==> src/rtl/gait_pkg.sv <==
// gait_pkg: shared encodings and pose tables for the gait sequencer.
// Holds the gait mode encoding, FSM state encoding, per-gait pose counts,
// the neutral angle and the 6-lane pose constants (lane order, LSB first:
// l1, l2, l3, r1, r2, r3; 8 bits per lane, degrees).
package gait_pkg;

  localparam int unsigned NUM_JOINTS = 6;
  localparam int unsigned ANGLE_W    = 8;
  localparam int unsigned POSE_W     = NUM_JOINTS * ANGLE_W;
  localparam int unsigned IDX_W      = 3;

  typedef logic [POSE_W-1:0] pose_t;

  typedef enum logic [1:0] {
    MODE_STAND   = 2'd0,
    MODE_FORWARD = 2'd1,
    MODE_LEFT    = 2'd2,
    MODE_RIGHT   = 2'd3
  } gait_mode_e;

  typedef enum logic [2:0] {
    S_IDLE      = 3'd0,
    S_ISSUE     = 3'd1,
    S_BLANK     = 3'd2,
    S_WAIT_DONE = 3'd3,
    S_DWELL     = 3'd4
  } gait_state_e;

  localparam logic [ANGLE_W-1:0] ANGLE_NEUTRAL = 8'd90;
  localparam pose_t POSE_NEUTRAL = {NUM_JOINTS{ANGLE_NEUTRAL}};

  // Tables are padded to 8 entries with the neutral pose so any 3-bit index is safe.
  localparam pose_t FWD_POSES [8] = '{
    48'h5A5A3C5A5A3C,  // l1 60, r1 60
    48'h6E5A3C5A6E3C,  // l1 60, l2 110, r1 60, r3 110
    48'h6E5A785A6E78,  // l1 120, l2 110, r1 120, r3 110
    48'h5A5A785A5A78,  // l1 120, r1 120
    48'h5A6E786E5A78,  // l1 120, l3 110, r1 120, r2 110
    48'h5A6E3C6E5A3C,  // l1 60, l3 110, r1 60, r2 110
    POSE_NEUTRAL,
    POSE_NEUTRAL
  };

  localparam pose_t LEFT_POSES [8] = '{
    48'h5A5A785A5A78,  // l1 120, r1 120
    48'h6E5A785A6E3C,  // l1 60, l2 110, r1 120, r3 110
    48'h5A5A785A5A3C,  // l1 60, r1 120
    POSE_NEUTRAL,
    POSE_NEUTRAL,
    POSE_NEUTRAL,
    POSE_NEUTRAL,
    POSE_NEUTRAL
  };

  localparam pose_t RIGHT_POSES [8] = '{
    48'h5A5A3C5A5A3C,  // l1 60, r1 60
    48'h6E5A3C5A6E78,  // l1 120, l2 110, r1 60, r3 110
    48'h5A5A3C5A5A78,  // l1 120, r1 60
    POSE_NEUTRAL,
    POSE_NEUTRAL,
    POSE_NEUTRAL,
    POSE_NEUTRAL,
    POSE_NEUTRAL
  };

  // Number of poses in each gait.
  function automatic logic [IDX_W-1:0] gait_len(input gait_mode_e mode);
    case (mode)
      MODE_FORWARD: gait_len = 3'd6;
      MODE_LEFT:    gait_len = 3'd4;
      MODE_RIGHT:   gait_len = 3'd4;
      default:      gait_len = 3'd1;
    endcase
  endfunction

endpackage

==> src/rtl/gait_pose_rom.sv <==
// gait_pose_rom: combinational (mode, pose index) -> 48-bit angle vector.
// Ports:
//   mode_i     in  2  gait mode (gait_mode_e encoding)
//   pose_i     in  3  pose index within the gait
//   angle_c_o  out 48 packed target angles, l1 in [7:0] .. r3 in [47:40]
module gait_pose_rom
  import gait_pkg::*;
(
  input  logic [1:0]  mode_i,
  input  logic [2:0]  pose_i,
  output logic [47:0] angle_c_o
);

  // Pure table lookup; the sequencer registers the result.
  always_comb begin
    angle_c_o = POSE_NEUTRAL;
    case (gait_mode_e'(mode_i))
      MODE_FORWARD: angle_c_o = FWD_POSES[pose_i];
      MODE_LEFT:    angle_c_o = LEFT_POSES[pose_i];
      MODE_RIGHT:   angle_c_o = RIGHT_POSES[pose_i];
      default:      angle_c_o = POSE_NEUTRAL;
    endcase
  end

endmodule

==> src/rtl/gait_sequencer.sv <==
// gait_sequencer: steps six leg-joint servos through a stored gait.
// Each pose: issue a 6-angle target, mask done flags for BLANK_CYCLES,
// wait for all joints done, dwell DWELL_CYCLES, then advance. Gait changes
// are applied only at the dwell->issue boundary.
// Optional build macro GAIT_TIMEOUT_EN adds a WAIT_DONE watchdog with a
// sticky oFault that forces a final STAND pose and then IDLE.
// Ports:
//   iClk        in  1  clock
//   iRst        in  1  synchronous active-high reset
//   iMode       in  2  requested gait (0 STAND, 1 FORWARD, 2 LEFT, 3 RIGHT)
//   iModeValid  in  1  strobe qualifying iMode
//   iPause      in  1  holds the block in DWELL while high
//   iJointDone  in  6  per-joint done flags (bit 0 = l1 .. bit 5 = r3)
//   oAngle      out 48 registered target angles
//   oAngleValid out 1  one-cycle pulse when oAngle updates
//   oMode       out 2  executing gait
//   oPoseIdx    out 3  current pose index
//   oBusy       out 1  high outside IDLE
//   oFault      out 1  sticky watchdog fault (0 without GAIT_TIMEOUT_EN)
module gait_sequencer
  import gait_pkg::*;
#(
  parameter int unsigned DWELL_CYCLES   = 50000,
  parameter int unsigned BLANK_CYCLES   = 4,
  parameter int unsigned TIMEOUT_CYCLES = 100000000
) (
  input  logic        iClk,
  input  logic        iRst,
  input  logic [1:0]  iMode,
  input  logic        iModeValid,
  input  logic        iPause,
  input  logic [5:0]  iJointDone,
  output logic [47:0] oAngle,
  output logic        oAngleValid,
  output logic [1:0]  oMode,
  output logic [2:0]  oPoseIdx,
  output logic        oBusy,
  output logic        oFault
);

  localparam int unsigned CNT_MAX = (DWELL_CYCLES > BLANK_CYCLES) ? DWELL_CYCLES : BLANK_CYCLES;
  localparam int unsigned CNT_W   = $clog2(CNT_MAX + 1);
  localparam int unsigned WD_W    = 27;
  localparam logic [WD_W-1:0] WD_LIMIT = WD_W'(TIMEOUT_CYCLES - 1);

  gait_state_e       state_q;
  gait_mode_e        mode_q;
  logic [2:0]        idx_q;
  logic [47:0]       angle_q;
  logic              valid_q;
  logic              busy_q;
  logic              pend_v_q;
  gait_mode_e        pend_mode_q;
  logic [CNT_W-1:0]  cnt_q;

  logic              pend_v_d;
  gait_mode_e        pend_mode_d;
  logic              req_take;
  logic              faulted;
  logic [2:0]        pose_next;
  logic [47:0]       rom_angle;

`ifdef GAIT_TIMEOUT_EN
  logic              fault_q;
  logic [WD_W-1:0]   wd_q;
  assign faulted = fault_q;
`else
  // Watchdog limit has no consumer when the watchdog is compiled out.
  logic unused_wd_limit;
  assign unused_wd_limit = ^WD_LIMIT;
  assign faulted = 1'b0;
`endif

  gait_pose_rom u_rom (
    .mode_i    (mode_q),
    .pose_i    (idx_q),
    .angle_c_o (rom_angle)
  );

  // Requests while running go to the pending slot; a repeat of the running
  // gait is dropped only when nothing else is already pending.
  assign req_take    = iModeValid && !faulted && (state_q != S_IDLE) &&
                       (pend_v_q || (gait_mode_e'(iMode) != mode_q));
  assign pend_v_d    = pend_v_q | req_take;
  assign pend_mode_d = req_take ? gait_mode_e'(iMode) : pend_mode_q;

  assign pose_next = (idx_q == gait_len(mode_q) - 3'd1) ? 3'd0 : idx_q + 3'd1;

  // Sequencer FSM with registered outputs.
  always_ff @(posedge iClk) begin
    if (iRst) begin
      state_q     <= S_IDLE;
      mode_q      <= MODE_STAND;
      idx_q       <= '0;
      angle_q     <= POSE_NEUTRAL;
      valid_q     <= 1'b0;
      busy_q      <= 1'b0;
      pend_v_q    <= 1'b0;
      pend_mode_q <= MODE_STAND;
      cnt_q       <= '0;
`ifdef GAIT_TIMEOUT_EN
      fault_q     <= 1'b0;
      wd_q        <= '0;
`endif
    end else begin
      valid_q     <= 1'b0;
      pend_v_q    <= pend_v_d;
      pend_mode_q <= pend_mode_d;
      case (state_q)
        S_IDLE: begin
          if (iModeValid && !faulted) begin
            mode_q  <= gait_mode_e'(iMode);
            idx_q   <= '0;
            busy_q  <= 1'b1;
            state_q <= S_ISSUE;
          end
        end
        S_ISSUE: begin
          angle_q <= rom_angle;
          valid_q <= 1'b1;
          cnt_q   <= '0;
`ifdef GAIT_TIMEOUT_EN
          wd_q    <= '0;
`endif
          state_q <= S_BLANK;
        end
        S_BLANK: begin
          if (cnt_q == CNT_W'(BLANK_CYCLES - 1)) begin
            state_q <= S_WAIT_DONE;
          end else begin
            cnt_q <= cnt_q + CNT_W'(1);
          end
        end
        S_WAIT_DONE: begin
          if (&iJointDone) begin
            cnt_q   <= '0;
            state_q <= S_DWELL;
          end
`ifdef GAIT_TIMEOUT_EN
          // On timeout drop any pending gait and park via one STAND pose;
          // a second timeout during that pose goes straight to IDLE.
          else if (wd_q == WD_LIMIT) begin
            fault_q  <= 1'b1;
            pend_v_q <= 1'b0;
            mode_q   <= MODE_STAND;
            idx_q    <= '0;
            if (fault_q) begin
              busy_q  <= 1'b0;
              state_q <= S_IDLE;
            end else begin
              state_q <= S_ISSUE;
            end
          end else begin
            wd_q <= wd_q + WD_W'(1);
          end
`endif
        end
        S_DWELL: begin
          // Count saturates at the limit; iPause holds the exit.
          if (cnt_q != CNT_W'(DWELL_CYCLES - 1)) begin
            cnt_q <= cnt_q + CNT_W'(1);
          end else if (!iPause) begin
            if (pend_v_d) begin
              mode_q   <= pend_mode_d;
              idx_q    <= '0;
              pend_v_q <= 1'b0;
              state_q  <= S_ISSUE;
            end else if (mode_q == MODE_STAND) begin
              idx_q   <= '0;
              busy_q  <= 1'b0;
              state_q <= S_IDLE;
            end else begin
              idx_q   <= pose_next;
              state_q <= S_ISSUE;
            end
          end
        end
        default: begin
          busy_q  <= 1'b0;
          state_q <= S_IDLE;
        end
      endcase
    end
  end

  assign oAngle      = angle_q;
  assign oAngleValid = valid_q;
  assign oMode       = mode_q;
  assign oPoseIdx    = idx_q;
  assign oBusy       = busy_q;
  assign oFault      = faulted;

endmodule
==> config.mk <==
export PLATFORM = sky130hd
export DESIGN_NAME = gait_sequencer
export DESIGN_NICKNAME = d
export VERILOG_FILES = /design/src/rtl/gait_pkg.sv /design/src/rtl/gait_pose_rom.sv /design/src/rtl/gait_sequencer.sv
export SDC_FILE = /design/constraint.sdc
export NUM_CORES = 1
export LEC_CHECK = 0
export ABC_AREA = 0
export BUFFER_PORTS_ARGS = -buffer_cell sky130_fd_sc_hd__buf_2
export CAP_MARGIN = 25
export CORE_ASPECT_RATIO = 1.1
export CORE_UTILIZATION = 57
export DETAILED_ROUTE_END_ITERATION = 8
export GPL_ROUTABILITY_DRIVEN = 0
export PLACE_DENSITY = 0.86
export SLEW_MARGIN = 0
export SYNTH_ARGS = -nofsm -noshare
export SYNTH_HDL_FRONTEND = slang
export SYNTH_SLANG_ARGS = --single-unit
==> constraint.sdc <==
create_clock -name iClk -period 6.2 [get_ports iClk]
set_clock_uncertainty 0.2 [all_clocks]
set_input_delay 0.62 -clock iClk [delete_from_list [all_inputs] [get_ports iClk]]
set_output_delay 0.62 -clock iClk [all_outputs]
set_load 0.01 [all_outputs]
# Word level (Yosys, flattened, before mapping)
# Memories as Yosys holds them, arrays and structs flattened.
# Cells that the tools add are included.
# totals
reg_bits	77
latch_bits	0
ramBits	0
romBits	1152
inputBits	12
out_inout_bits	56
elab_cells	99
mem_count	3
# mem_list
memory	words	word_bits	rd	rd_ports_with_merged_regs	write_ports	line	text
(name not given)	8	48	1	0	0	gait_pose_rom.sv:18	MODE_FORWARD: angle_c_o = FWD_POSES[pose_i];
(name not given)	8	48	1	0	0	gait_pose_rom.sv:19	MODE_LEFT: angle_c_o = LEFT_POSES[pose_i];
(name not given)	8	48	1	0	0	gait_pose_rom.sv:20	MODE_RIGHT: angle_c_o = RIGHT_POSES[pose_i];
# classes
addsub	3
mul	0
div	0
order_cmp	1
n_eq_ne	21
n_shift	0
muxes	43
n_bitwise	3
reduce_logical	16
# op_table
operator	count
$mux 48	6
$pmux 48 s3	1
$pmux 16 s4	1
$mux 16	3
$mux 3	11
$ne 2x2->1 const B	10
$add 16x1->16 const B	1
$eq 16x2->1 const B	1
$ne 16x16->1 const B	1
$pmux 3 s5	1
$pmux 3 s2	2
$reduce_and 6->1	2
$mux 1	11
$mux 2	5
$reduce_and 5->1	2
$reduce_and 4->1	2
$eq 3x2->1 const B	2
$eq 2x2->1 const B	2
$ge 4x4->1 const B	1
$not 3->4	1
$pmux 2 s2	1
$reduce_bool 4->1	1
$add 3x1->3 const B	1
$eq 3x1->1 const B	1
16 further kinds	17

# Longest topological paths before layout
# Gate-level depths: netlist (run 1).
# logic_depth
word_depth	11
depth_mapped	8
depth_no_buf	7

# Modules after synthesis
# From an unflattened synthesis (run 1), not the netlist that was laid out.
# unflattened
cells_unflattened	477
area_unflattened_um2	3788.6
# modules_own_cells
mod	n_inst	cells_each	area_per_inst_um2	seq_area_each_um2
gait_sequencer	1	406	3274.4	1541.5
gait_pose_rom	1	71	514.2	0.0

# Worst setup path after synthesis (run 1)
# No wires, ideal clock.
# synth_timing
kind	register to register
from	register cnt_q[0]
to	register mode_q[1] (netlist: oMode[1])
setup_time_ns	0.091
arrival_ns	1.990
required_time_ns	5.909
slack_ns	3.919
stages_incl_launch_ff	8
path_buffers	1
synth_period_minus_slack_ns	2.281
cell_sequence	dfxtp_1 -> ha_1 -> nand3_2 -> or3_1 -> buf_6 -> o32a_4 -> o31a_1 -> a311oi_1
# synth_via
elab_chain_len	3
# synth_lines
item	line	text
start, declared	gait_sequencer.sv:54	logic [CNT_W-1:0] cnt_q;
start signal, assigned	gait_sequencer.sv:131	cnt_q <= cnt_q + CNT_W'(1);
start signal, assigned	gait_sequencer.sv:161	cnt_q <= cnt_q + CNT_W'(1);
$ne 16x16->1	gait_sequencer.sv:160	if (cnt_q != CNT_W'(DWELL_CYCLES - 1)) begin
$ne 2x2->1 (no line)	--	
$reduce_and 5->1 (no line)	--	
end signal, assigned	gait_sequencer.sv:112	mode_q <= gait_mode_e'(iMode);
end signal, assigned	gait_sequencer.sv:164	mode_q <= pend_mode_d;
end, declared	gait_sequencer.sv:47	gait_mode_e mode_q;
# Every way passes these cells.
# A chain may end at the register's enable or synchronous reset.

# Final worst setup path (run 1)
# layout_timing
from	register state_q[2]
to	register cnt_q[10]
# layout_via
elab_chain_len	3
word_cells_on_any_way	10
# layout_lines
item	line	text
start, declared	gait_sequencer.sv:46	gait_state_e state_q;
start signal, assigned	gait_sequencer.sv:92	state_q <= S_IDLE;
start signal, assigned	gait_sequencer.sv:115	state_q <= S_ISSUE;
start signal, assigned	gait_sequencer.sv:125	state_q <= S_BLANK;
$eq 3x3->1, or another cell as far along	gait_sequencer.sv:109	case (state_q)
$reduce_bool 4->1 (no line) or $ne 2x2->1 (tied branches)	--	
$reduce_and 4->1 (no line)	--	
# Parallel ways exist; a longest one is shown, timed or not.

==> flow_summary.ini, run 1 <==
[run_status]
status = finished, final reports clean

[clock_tree]
clk_pin_slew_worst_paths_ns = 0.08
cts_resized = 0
cts_root_buffer = clkbuf_8
clock_latency_ns = 0.30
htreeDepth = 2
cts_setup_buffers = 0
hold_buffers = 0
cts_tree = built
cts.sinks = 39
cts_buffers = 5
clk_path_buf_depth = 2

[route]
drt_wl_total_mm = 5.44
num_vias = 2326
drt_iter0_markers = 193
via_per_inst = 5.86
wl_met1_mm = 2.33
wire_per_inst_um = 13.7
met3_length_um = 418
drc = 0
top_layer_used = met4
drtPass1Iterations = 5
wl_met2_mm = 2.52
detail-route-antenna-nets = 0

[synth]
ys_seq_elements = 39
ys_seq_area_share_pct = 30.7
synth_xor_area_share_pct = 1.03
synth.distinct_cells = 57
synth_ff_type = dfxtp_1
synth_top_family_by_area = simple AND/OR/NAND/NOR gates
syn_area_um2 = 2540
synth-simple-area-share_pct = 24.5
synth_edf_count = 0
syn_inst = 322
synth_mux_area_share_pct = 5.17
post_synth.cell_area_avg_um2 = 7.89
ys_async_sr_fraction_pct = 0
yosysWarnings = 0
synth_compound_area_share_pct = 18.6
synth_adder_area_share_pct = 2.95

[sta]
period_minus_slack_ns = 2.72
finalCritPeriodShare_pct = 43.9
rsz0062_at_grt = no
finalSetupViolCount = 0
tightest_slew_ns = 0.842
setup-tns-final_ns = 0
fin_ws_ns = 3.48
fmax_mhz = 367
max-slew-margin-rel_pct = 43.4
hold_viol = 0
maxSlewViolCount = 0

[grt]
grt_pass1_wl_mm = 8.88
grt_pass1_vias = 1965
grt_max_degree = 26
overflow = 0
grtUsageTotal_pct = 24.1
antenna_found_initial = 0

[pwr]
power.leakage_nw = 1.11
max-vdd-ir-drop_v = 0.000108
power_mw = 0.592
powerDensity_nw_per_um2 = 223

[final_layout]
layout_commonest_cell = dfxtp_1
syn_to_final_growth_pct = 4.58
drive_gt1_share_pct = 16.3
final_area_um2 = 2660
diodes = 0
final_nets = 360
layout_common_cells = 39 x dfxtp_1, 38 x buf_2, 30 x nand2_1, 29 x nor2_1, 29 x conb_1

[worst_hold_path]
min_path_type = flip-flop to flip-flop

[floorplan]
core_area_um2 = 4290
io_pins = 68
die_w_um = 65.7
die_h_um = 72.0
start_util_pct = 59.3
dieArea_um2 = 4730
core.rowCount = 25

[run]
maxCapViolations = 0

[placement]
placed_area_um2 = 2540
io_buffers = 38
pre_cts_slack_ns = 3.57
place.detailed.hpwl_mm = 3.92

[setup_path]
cp.arrival_ns = 2.77
endpoint_kind = flip-flop
path_max_fanout = 15
worstPathRequired_ns = 6.24
worst-setup-path-type = flip-flop to flip-flop
critPathLaunchType = flip-flop
## critical path, cell delays in order, from the launching register on
cell and delay [ns]:
dfxtp_1 0.61, or3b_2 0.33, o31ai_1 0.23, nor2_1 0.58
or4b_2 0.63, nand2_1 0.08
## synth_stat cells, types with 7 or more instances
cell type / n / share of area [%]
buf_4: 39 / 12
dfxtp_1: 39 / 31
nand2_1: 30 / 4.4
nor2_1: 29 / 4.3
inv_1: 16 / 2.4
o21ai_0: 16 / 3.2
a21oi_1: 12 / 2.4
mux2i_1: 12 / 4.7
nand3_1: 10 / 2.0
nor3_1: 10 / 2.0
clkbuf_1: 7 / 1.0
nand4_1: 7 / 1.7
nor4_1: 7 / 1.7
## cell families (layout without fill, tap and decap cells)
| family | Yosys count | count (layout) |
|---|---|---|
| multiplexers | 13 | 13 |
| flip-flops | 39 | 39 |
| XOR/XNOR | 3 | 3 |
| AO/OA/AOI/OAI | 67 | 67 |
| adder cells (fa/ha/maj) | 6 | 6 |
| AND/OR/NAND/NOR | 123 | 123 |
| other | 2 | 29 |
| buffers and inverters | 69 | 63 |
## layer usage
layer  up-vias  GRT usage, %
met2       126          37.5
li1       1118             -
met3        19          5.50
met1      1063          30.2
met4         0          14.0
met5         -             0
## per-stage QoR
step,instances,hold WS (ns),utilization [%]
after floorplan,349,0.252,-
after global placement,389,0.241,59.3
after detailed placement,389,0.236,59.3
after CTS,397,0.249,62.0
after global routing,397,0.288,62.0
final,397,0.244,62.0
## area by class of cell
class / count / area [µm²]
inverter: 17 / 63.8
clock inverter: 2 / 35.0
clock buffer: 6 / 82.6
tap: 54 / 67.6
timing repair buffer: 38 / 190
fill: 382 / 1630
sequential: 39 / 781
multi-input combinational: 241 / 1440
## state kept, by name, indices dropped and copies added (netlist names)
| signal | cells |
|---|---|
| oPoseIdx | 3 |
| pend_mode_q | 2 |
| oAngleValid | 1 |
| oAngle | 10 |
| cnt_q | 16 |
| pend_v_q | 1 |
| state_q | 3 |
| oMode | 2 |
| oBusy | 1 |
## power by group
part / switching, mW / internal (mW) / total, mW / leakage (nW)
Sequential: 0.0129 / 0.261 / 0.274 / 0.317
Combinational: 0.0600 / 0.0340 / 0.0940 / 0.729
Clock: 0.0935 / 0.130 / 0.224 / 0.0612
Total: 0.166 / 0.425 / 0.592 / 1.11
## worst paths after layout
kind	startpoint	endpoint	slack, ns	depth (start not counted)
setup reg to reg	state_q[2]$_SDFFE_PP0P_	cnt_q[10]$_SDFFE_PP0P_	3.48	5
setup / recovery	state_q[2]$_SDFFE_PP0P_	cnt_q[10]$_SDFFE_PP0P_	3.48	5
hold / removal	oAngle[6]$_SDFFE_PP1P_	oAngle[6]$_SDFFE_PP1P_	0.24	2
hold reg to reg	oAngle[6]$_SDFFE_PP1P_	oAngle[6]$_SDFFE_PP1P_	0.24	2
No activity file was read; power rests on OpenSTA's default activity.
==> run 2, diff against run 1 <==
CORE_UTILIZATION = 53   (was 57)
PLACE_DENSITY = 0.8   (was 0.86)
clock period = 2.66 ns   (was 6.2 ns; I/O delays follow)
==> run 2 against run 1 <==
Against the previous run:
- hold slack worse by 0.20 ns
- clock-buffer cell count stayed put
- die area is 7.3% higher
- fmax is 9.9% higher
- via count is 1.3% lower
- first-iteration DRC count is 35% lower
- cell count is 2.3% higher
- sequential power is 130% higher
- flip-flop and latch count stayed put
- total power is 120% higher
- wire length is 0.97% higher
- largest cell class unchanged
- largest power group unchanged
==> flow_summary.ini, run 2 (synthesis results as in run 1) <==
[grt]
grtUsageTotal_pct = 21.9
grt_pass1_wl_mm = 8.36
grt_pass1_vias = 1942
overflow = 0
antenna_found_initial = 0
grt_max_degree = 26

[final_layout]
fin_util_pct = 58.2
largest_reg_flops = 16
layout_common_cells = 39 x dfxtp_1, 38 x buf_2, 30 x nand2_1, 29 x nor2_1, 29 x conb_1
diodes = 0
syn_to_final_growth_pct = 5.86
layout_commonest_cell = dfxtp_1
drive_gt1_share_pct = 18.0
final_nets = 368
top_register = cnt_q
stdcell_count = 406

[clock_tree]
cts.sinks = 39
htreeDepth = 2
cts_tree = built
cts_resized = 0
clk_pin_slew_worst_paths_ns = 0.07
cts_buffers = 5
clk_path_buf_depth = 2
cts_setup_buffers = 0
clock_latency_ns = 0.29
cts_root_buffer = clkbuf_8
hold_buffers = 0

[placement]
io_buffers = 38
place.detailed.hpwl_mm = 4.13
dp.cells = 399

[sta]
setup-tns-final_ns = 0
rsz0062_at_grt = no
max-slew-margin-rel_pct = 60.0
hold_viol = 0
period_minus_slack_ns = 2.48
finalCritPeriodShare_pct = 93.1
fmax_mhz = 404
tightest_slew_ns = 0.596
finalSetupViolCount = 0
maxSlewViolCount = 0

[route]
drt_wl_total_mm = 5.49
drtPass1Iterations = 4
wire_per_inst_um = 13.5
detail-route-antenna-nets = 0
num_vias = 2296
via_per_inst = 5.66
drc = 0
drt_iter0_markers = 125

[floorplan]
core_area_um2 = 4620
dieArea_um2 = 5080
die_w_um = 68.0
start_util_pct = 55.0
core.rowCount = 26
io_pins = 68
die_h_um = 74.6

[setup_path]
endpoint_kind = flip-flop
crit_path_start = cnt_q[0]$_SDFFE_PP0P_
critPathLaunchType = flip-flop
cp.arrival_ns = 2.48
worst-setup-path-type = flip-flop to flip-flop
worstReg2RegStart = cnt_q[0]$_SDFFE_PP0P_
path_max_fanout = 7
worstPathRequired_ns = 2.66

[run_status]
status = finished, final reports clean

[pwr]
powerDensity_nw_per_um2 = 477
max-vdd-ir-drop_v = 0.000241
power.leakage_nw = 1.13

[worst_hold_path]
min_from = iMode[1]
min_path_type = input pin to flip-flop

[run]
maxCapViolations = 0
-- run 2: cell types whose count changed in the layout (fill, tap and decap cells not counted) --
cell,change
buf_4,+8
bufinv_16,-1
-- run 2: final cells by class --
type / instances / area (µm²)
Tap cell: 56 / 70.1
Timing Repair Buffer: 46 / 250
Inverter: 17 / 63.8
Fill cell: 447 / 1930
Multi-Input combinational cell: 241 / 1440
Clock buffer: 6 / 82.6
Sequential cell: 39 / 781
Clock inverter: 1 / 5.00
-- run 2: critical path, stage by stage (launching register included) --
cell and delay [ns]:
dfxtp_1 0.39, ha_1 0.22, nand3_2 0.13, or3_1 0.50, o32a_4 0.41, o31a_1 0.31
a311oi_1 0.24
-- run 2: power by group --
part           switching [mW]  internal (mW)
combinational           0.147         0.0910
clock                   0.205          0.203
sequential             0.0272          0.609
-- run 2: metal layers --
metal,up-vias,track usage [%],wire (µm),part of all wire [%]
met2,103,35.7,2530,46
li1,1139,-,-,-
met1,1047,27.1,2480,45
met3,7,5.30,401,7.3
met4,0,9.95,71,1.3
met5,-,0,0,0
-- run 2: stage by stage --
stage / hold WS (ns) / total power [mW] / instance area, µm² / setup slack [ns]
3_5_place_dp: 0.240 / 0.883 / 2600 / 0.215
5_1_grt: 0.104 / 1.35 / 2690 / 0.0503
4_1_cts: 0.0451 / 1.29 / 2690 / 0.190
3_3_place_gp: 0.236 / 0.879 / 2600 / 0.324
2_1_floorplan: 0.210 / 0.853 / 2640 / 0.379
6_report: 0.0433 / 1.28 / 2690 / 0.182
-- run 2: worst paths after layout --
| check | endpoint | slack [ns] | cells after the start |
|---|---|---|---|
| hold reg to reg | oAngle[6]$_SDFFE_PP1P_ | 0.25 | 2 |
| setup / recovery | oMode[1]$_SDFFE_PP0P_ | 0.18 | 6 |
| setup reg to reg | oMode[1]$_SDFFE_PP0P_ | 0.18 | 6 |
| hold / removal | pend_mode_q[1]$_SDFF_PP0_ | 0.04 | 3 |
